File: config.mk
export PLATFORM = sky130hd
export DESIGN_NAME = node_tree_walker
export DESIGN_NICKNAME = d
export VERILOG_FILES = /design/src/rtl/user_tree_pkg.sv /design/src/rtl/node_tree_stack.sv /design/src/rtl/node_tree_walker.sv
export SDC_FILE = /design/constraint.sdc
export NUM_CORES = 2
export LEC_CHECK = 0
export BUFFER_PORTS_ARGS = -buffer_cell sky130_fd_sc_hd__buf_2
export CAP_MARGIN = 20
export CORE_ASPECT_RATIO = 1.4
export CORE_UTILIZATION = 59
export CTS_BUF_LIST = sky130_fd_sc_hd__clkbuf_2
export DETAILED_ROUTE_END_ITERATION = 8
export GPL_ROUTABILITY_DRIVEN = 0
export PLACE_DENSITY = 0.78
export SLEW_MARGIN = 5
export SYNTH_ARGS = -nofsm -noshare
export SYNTH_HDL_FRONTEND = slang
export SYNTH_SLANG_ARGS = --single-unit
File: constraint.sdc
create_clock -name clk_i -period 6.75 [get_ports clk_i]
set_input_delay 2.025 -clock clk_i [delete_from_list [all_inputs] [get_ports clk_i]]
set_output_delay 2.025 -clock clk_i [all_outputs]
set_load 0.005 [all_outputs]
File: src/rtl/user_tree_pkg.sv
// Shared types and widths for the field-tree walker and its depth stack.
package user_tree_pkg;

    localparam int unsigned ID_W          = 8;
    localparam int unsigned DATA_W        = 16;
    localparam int unsigned MAX_NODES     = 64;
    localparam int unsigned IDX_W         = $clog2(MAX_NODES);
    localparam int unsigned CNT_W         = IDX_W + 1;
    localparam int unsigned MAX_DEPTH_DEF = 8;

    typedef struct packed {
        logic [ID_W-1:0]   field_id;
        logic              is_msg;
        logic [IDX_W-1:0]  first_child;
        logic [CNT_W-1:0]  num_child;
        logic [DATA_W-1:0] payload;
    } node_entry_t;

    typedef enum logic [1:0] {
        ERR_OK        = 2'd0,
        ERR_NOT_FOUND = 2'd1,
        ERR_OVERFLOW  = 2'd2,
        ERR_UNDERFLOW = 2'd3
    } tree_err_e;

    typedef enum logic [1:0] {
        ST_IDLE   = 2'd0,
        ST_SEARCH = 2'd1,
        ST_EMIT   = 2'd2
    } walker_state_e;

endpackage

File: src/rtl/node_tree_stack.sv
// LIFO of parent node indices; top is a combinational read of the newest entry.
module node_tree_stack #(
    parameter int unsigned DEPTH   = 8,
    parameter int unsigned W       = 6,
    parameter int unsigned DEPTH_W = $clog2(DEPTH + 1)
) (
    input  logic               clk,
    input  logic               rst_n,
    input  logic               push,
    input  logic               pop,
    input  logic [W-1:0]       push_data,
    output logic [W-1:0]       top,
    output logic [DEPTH_W-1:0] depth,
    output logic               full,
    output logic               empty
);

    localparam int unsigned AW = (DEPTH > 1) ? $clog2(DEPTH) : 1;

    logic [W-1:0] mem [DEPTH];

    assign full  = (depth == DEPTH_W'(DEPTH));
    assign empty = (depth == '0);
    assign top   = empty ? '0 : mem[AW'(depth - DEPTH_W'(1))];

    always_ff @(posedge clk) begin
        if (!rst_n) begin
            depth <= '0;
        end else if (push && !full) begin
            depth <= depth + DEPTH_W'(1);
        end else if (pop && !empty) begin
            depth <= depth - DEPTH_W'(1);
        end
    end

    // Entries need no reset: only slots below depth are ever read.
    always_ff @(posedge clk) begin
        if (push && !full) begin
            mem[AW'(depth)] <= push_data;
        end
    end

endmodule

File: src/rtl/node_tree_walker.sv
// Walks a run-time-loaded field tree, one output beat per accepted field beat.
// Optional NODE_TREE_ERR_CNT_EN adds a saturating error-beat counter (err_cnt_o).
module node_tree_walker
    import user_tree_pkg::*;
#(
    parameter  int unsigned MAX_DEPTH = MAX_DEPTH_DEF,
    localparam int unsigned DEPTH_W   = $clog2(MAX_DEPTH + 1)
) (
    input  logic               clk_i,
    input  logic               reset_i,
    input  logic [ID_W-1:0]    field_id_i,
    input  logic               field_end_i,
    input  logic               field_id_valid,
    output logic               field_id_rdy,
    output logic               node_valid,
    input  logic               node_rdy,
    output logic [IDX_W-1:0]   node_idx_o,
    output logic [ID_W-1:0]    node_id_o,
    output logic [DATA_W-1:0]  node_data_o,
    output logic [DEPTH_W-1:0] node_depth_o,
    output logic               node_is_msg_o,
    output logic               node_is_end_o,
    output logic [1:0]         node_err_o,
    input  logic               cfg_we,
    input  logic [IDX_W-1:0]   cfg_addr,
    input  node_entry_t        cfg_wdata,
    output logic               cfg_rdy
`ifdef NODE_TREE_ERR_CNT_EN
    ,
    output logic [15:0]        err_cnt_o
`endif
);

    walker_state_e      state;
    logic               idle_q;
    node_entry_t        node_tbl [MAX_NODES];
    logic [IDX_W-1:0]   base_q;
    logic [CNT_W-1:0]   off_q;
    logic [CNT_W-1:0]   cnt_q;
    logic [ID_W-1:0]    id_q;

    logic [IDX_W-1:0]   stk_top;
    logic [DEPTH_W-1:0] stk_depth;
    logic               stk_full;
    logic               stk_empty;
    logic               hs;

    logic [IDX_W-1:0]   par_addr;
    logic [IDX_W-1:0]   child_addr;
    logic [ID_W-1:0]    child_id;
    logic               child_msg;
    logic [DATA_W-1:0]  child_payload;

    assign field_id_rdy = idle_q;
    assign cfg_rdy      = idle_q;
    assign hs           = (state == ST_EMIT) && node_valid && node_rdy;

    // Child index wraps naturally in IDX_W bits.
    assign par_addr      = stk_empty ? '0 : stk_top;
    assign child_addr    = base_q + off_q[IDX_W-1:0];
    assign child_id      = node_tbl[child_addr].field_id;
    assign child_msg     = node_tbl[child_addr].is_msg;
    assign child_payload = node_tbl[child_addr].payload;

    node_tree_stack #(
        .DEPTH   (MAX_DEPTH),
        .W       (IDX_W),
        .DEPTH_W (DEPTH_W)
    ) u_stack (
        .clk       (clk_i),
        .rst_n     (reset_i),
        .push      (hs && node_is_msg_o),
        .pop       (hs && node_is_end_o),
        .push_data (node_idx_o),
        .top       (stk_top),
        .depth     (stk_depth),
        .full      (stk_full),
        .empty     (stk_empty)
    );

    always_ff @(posedge clk_i) begin
        if (!reset_i) begin
            state         <= ST_IDLE;
            idle_q        <= 1'b1;
            base_q        <= '0;
            off_q         <= '0;
            cnt_q         <= '0;
            id_q          <= '0;
            node_valid    <= 1'b0;
            node_idx_o    <= '0;
            node_id_o     <= '0;
            node_data_o   <= '0;
            node_depth_o  <= '0;
            node_is_msg_o <= 1'b0;
            node_is_end_o <= 1'b0;
            node_err_o    <= ERR_OK;
            for (int i = 0; i < int'(MAX_NODES); i++) begin
                node_tbl[i] <= '0;
            end
        end else begin
            if (cfg_we && idle_q) begin
                node_tbl[cfg_addr] <= cfg_wdata;
            end
            case (state)
                ST_IDLE: begin
                    if (field_id_valid) begin
                        idle_q <= 1'b0;
                        id_q   <= field_id_i;
                        if (field_end_i) begin
                            // End beats bypass the search; the pop commits on handshake.
                            state         <= ST_EMIT;
                            node_valid    <= 1'b1;
                            node_id_o     <= field_id_i;
                            node_idx_o    <= '0;
                            node_data_o   <= '0;
                            node_is_msg_o <= 1'b0;
                            if (stk_empty) begin
                                node_is_end_o <= 1'b0;
                                node_err_o    <= ERR_UNDERFLOW;
                                node_depth_o  <= stk_depth;
                            end else begin
                                node_is_end_o <= 1'b1;
                                node_err_o    <= ERR_OK;
                                node_depth_o  <= stk_depth - DEPTH_W'(1);
                            end
                        end else begin
                            state  <= ST_SEARCH;
                            base_q <= node_tbl[par_addr].first_child;
                            cnt_q  <= node_tbl[par_addr].num_child;
                            off_q  <= '0;
                        end
                    end
                end
                ST_SEARCH: begin
                    if (off_q == cnt_q) begin
                        state         <= ST_EMIT;
                        node_valid    <= 1'b1;
                        node_id_o     <= id_q;
                        node_idx_o    <= '0;
                        node_data_o   <= '0;
                        node_is_msg_o <= 1'b0;
                        node_is_end_o <= 1'b0;
                        node_err_o    <= ERR_NOT_FOUND;
                        node_depth_o  <= stk_depth;
                    end else if (child_id == id_q) begin
                        state         <= ST_EMIT;
                        node_valid    <= 1'b1;
                        node_id_o     <= id_q;
                        node_is_end_o <= 1'b0;
                        if (child_msg && stk_full) begin
                            node_idx_o    <= '0;
                            node_data_o   <= '0;
                            node_is_msg_o <= 1'b0;
                            node_err_o    <= ERR_OVERFLOW;
                            node_depth_o  <= stk_depth;
                        end else begin
                            node_idx_o    <= child_addr;
                            node_data_o   <= child_payload;
                            node_is_msg_o <= child_msg;
                            node_err_o    <= ERR_OK;
                            node_depth_o  <= stk_depth + DEPTH_W'(child_msg);
                        end
                    end else begin
                        off_q <= off_q + CNT_W'(1);
                    end
                end
                ST_EMIT: begin
                    if (node_rdy) begin
                        state      <= ST_IDLE;
                        idle_q     <= 1'b1;
                        node_valid <= 1'b0;
                    end
                end
                default: begin
                    state  <= ST_IDLE;
                    idle_q <= 1'b1;
                end
            endcase
        end
    end

`ifdef NODE_TREE_ERR_CNT_EN
    always_ff @(posedge clk_i) begin
        if (!reset_i) begin
            err_cnt_o <= '0;
        end else if (hs && (node_err_o != ERR_OK) && (err_cnt_o != 16'hFFFF)) begin
            err_cnt_o <= err_cnt_o + 16'd1;
        end
    end
`endif

endmodule

==> impl_metrics.env <==
export IMPL_outcome="complete, no violations"
export IMPL_cpLargestDelayFamily="adder cells"
export IMPL_yosysSeqAreaShare_pct=64.59
export IMPL_route_vias_total=76030
export IMPL_grt_max_degree=124
export IMPL_synth_edf_count=2480
export IMPL_maxSlewViolCount=0
export IMPL_finClkSkew_ns=0.2068
export IMPL_power_density_nw_per_um2=245.2
export IMPL_avgSynthCellArea_um2=13.65
export IMPL_holdCritPathClass="input port to flip-flop"
export IMPL_crit_top_cell="mux2i_1"
export IMPL_final_cell_mix="and2_1, edfxtp_1, nand2_1"
export IMPL_drc=0
export IMPL_die_w_um=379.3
export IMPL_syn_num_nets=8681
export IMPL_drt_wl_total_mm=357.7
export IMPL_hpwl_mm=204.5
export IMPL_grt_usage_pct=35.44
export IMPL_fmax_mhz=175.0
export IMPL_first_iter_violations=10950
export IMPL_fin_area_um2=126700
export IMPL_ys_flop_type="edfxtp_1"
export IMPL_fin_crit_sh_pct=84.65
export IMPL_finalSetupViolCount=0
export IMPL_core_um2=197800
export IMPL_insertion_delay_ns=1.77
export IMPL_seqPwrFrac_pct=58.2
export IMPL_period_needed_ns=5.714
export IMPL_antenna_found_initial=35
export IMPL_timing_critical_path_buf_inv=4
export IMPL_die_h_um=530.2
export IMPL_syn_inst=8612
export IMPL_drive_gt1_share_pct=21.60
export IMPL_first_pass_iters=9
export IMPL_port_buffers=98
export IMPL_placedInstanceArea_um2=121400
export IMPL_rows=193
export IMPL_htreeDepth=6
export IMPL_nFillCells=14140
export IMPL_crit_slowest_cell="fa_4"
export IMPL_io_pins=99
export IMPL_path_clk_slew_ns=0.13
export IMPL_first_global_vias=75590
export IMPL_post_cts_resized=0
export IMPL_ir_drop_v=0.0001322
export IMPL_critPathMaxFanout=36
export IMPL_p_sw_mw=8.357
export IMPL_routed_via_density=6.455
export IMPL_cts_tree="yes"
export IMPL_yosys_cell_types_count=70
export IMPL_cp_end_kind="flip-flop"
export IMPL_start_kind="flip-flop"
export IMPL_combPwrFrac_pct=10.7
export IMPL_syn2layout_area_growth_pct=7.782
export IMPL_worstSetupPathType="flip-flop to flip-flop"
export IMPL_cts_path_max_buffers=4
export IMPL_wl_per_cell_um=30.37
export IMPL_power_total_mw=31.07
export IMPL_numCtsBuffers=591
export IMPL_slew_headroom_pct=9.902
export IMPL_gr_total_overflow=0
export IMPL_arrival_ns=7.34
export IMPL_critPathMaxStageDelay_ns=1.24
export IMPL_grt_pass1_wl_mm=504.5
export IMPL_fin_util_pct=64.08
export IMPL_fin_tns_setup_ns=0
export IMPL_fin_nets=8778
export IMPL_yosysWarnings=0
export IMPL_crit_chain="ha_4, fa_4, buf_12, buf_4, mux2i_1, mux2i_1, o211ai_1, mux2i_1, o211ai_1, a2111o_1, o21ai_2, buf_4, nand2_2, buf_4, mux2i_1"
export IMPL_crit_required_ns=8.38
export IMPL_p_leak_nw=46.75
export IMPL_dieArea_um2=201100
export IMPL_ys_async_sr_fraction_pct=0
export IMPL_cts_root_buf="clkbuf_2"
export IMPL_ant_nets=0
export IMPL_clockPowerShare_pct=31.2
export IMPL_cts_hold_buf=0
export IMPL_syn_cell_area_um2=117600
export IMPL_p_int_mw=22.72
export IMPL_start_util_pct=59.45
export IMPL_switching_share_pct=26.89
export IMPL_clock_sinks=2554
export IMPL_ys_seq_elements=2554
export IMPL_cts_setup_buffers=0
export IMPL_worst_pin_slew_ns=1.351
export IMPL_finalHoldViolCount=0
export IMPL_final_common_cell="and2_1"
export IMPL_maxCapViolCount=0
export IMPL_rsz0062_at_grt="false"
-- logic make-up (layout without fill, tap and decap cells) --
family,after synthesis,count (layout),share of synthesized area [%]
buf+inv,904,1419,2.991
other cells,0,19,0
simple gates,3919,3919,18.49
flops,2554,2554,64.59
xor+xnor,24,24,0.1852
fa+ha+maj,11,11,0.1234
compound gates,636,636,3.729
mux,564,564,9.884
-- synth_stat cells (all sizes together) (10+ instances only) --
library cell,instances,area share [%]
ha,10,0.11
and2,2541,14
a211oi,113,0.73
a31oi,72,0.38
mux4,477,9.1
clkbuf,740,2.4
a21oi,97,0.41
a22oi,34,0.22
xor2,12,0.089
nor3,58,0.25
nand3b,38,0.24
nand2,892,2.9
edfxtp,2480,63
dfxtp,74,1.3
and3,19,0.10
nand4,33,0.18
mux2i,80,0.68
buf,155,0.60
o21ai,119,0.52
a311oi,132,0.98
xnor2,12,0.096
o211ai,29,0.19
nand3,130,0.55
nor2,163,0.52
-- tightest hold or removal path, cell delays in order --
cell and delay [ns]:
buf_2 0.11, nand2_1 0.05, a21oi_1 0.05
-- path summary, 6_finish.rpt --
path,startpoint,endpoint,slack [ns],cells after the start
worst max-delay path,off_q[0]$_SDFFE_PN0P_,node_data_o[4]$_SDFFE_PN0P_,1.04,15
worst min-delay path,field_id_i[7],id_q[7]$_SDFFE_PN0P_,0.52,3
worst min register to register,node_id_o[4]$_SDFFE_PN0P_,node_id_o[4]$_SDFFE_PN0P_,0.52,2
worst max register to register,off_q[0]$_SDFFE_PN0P_,node_data_o[4]$_SDFFE_PN0P_,1.04,15
-- power groups by stage --
stage / clock network, mW / registers [mW] / logic (mW)
finish: 9.69 / 18.1 / 3.31
floorplan: 0 / 18.4 / 1.99
CTS: 9.75 / 18.1 / 3.22
global placement: 0 / 18.4 / 3.17
detailed placement: 0 / 18.4 / 3.21
global route: 10.4 / 18.1 / 3.36
-- sequential cells by signal, summed over array words and instances (netlist names), 6 cells and up --
| signal | flops |
|---|---|
| id_q | 8 |
| u_stack.mem | 48 |
| node_idx_o | 6 |
| node_data_o | 16 |
| base_q | 6 |
| node_tbl | 2432 |
| cnt_q | 7 |
| node_id_o | 8 |
| off_q | 7 |
-- area by class of cell --
| cell class | count | area (µm²) | share of cell area (%) |
|---|---|---|---|
| sequential | 2554 | 75950 | 59.93 |
| multi-input combinational | 5154 | 39130 | 30.87 |
| timing repair buffer | 399 | 3184 | 2.513 |
| clock buffer | 877 | 4389 | 3.463 |
| clock inverter | 134 | 706.9 | 0.5578 |
| tap | 2632 | 3293 | 2.598 |
| antenna | 19 | 47.55 | 0.03752 |
| inverter | 9 | 33.78 | 0.02666 |
-- through the flow --
step / instances / setup WS (ns) / hold WS, ns
2_1_floorplan: 8612 / 0.3165 / 0.4544
3_3_place_gp: 10740 / 1.380 / 0.4803
3_5_place_dp: 10740 / 1.266 / 0.4967
4_1_cts: 11750 / 1.211 / 0.4414
5_1_grt: 11770 / 0.9836 / 0.4628
6_report: 11780 / 1.036 / 0.5169
-- metal layers --
layer	share of wire (%)	track usage (%)	vias to the layer above
li1	-	-	31410
met1	31	40.95	37420
met2	46	55.24	5844
met3	13	9.833	1341
met4	9.4	29.22	16
met5	0.028	0	-
No activity file was read; power rests on OpenSTA's default activity.
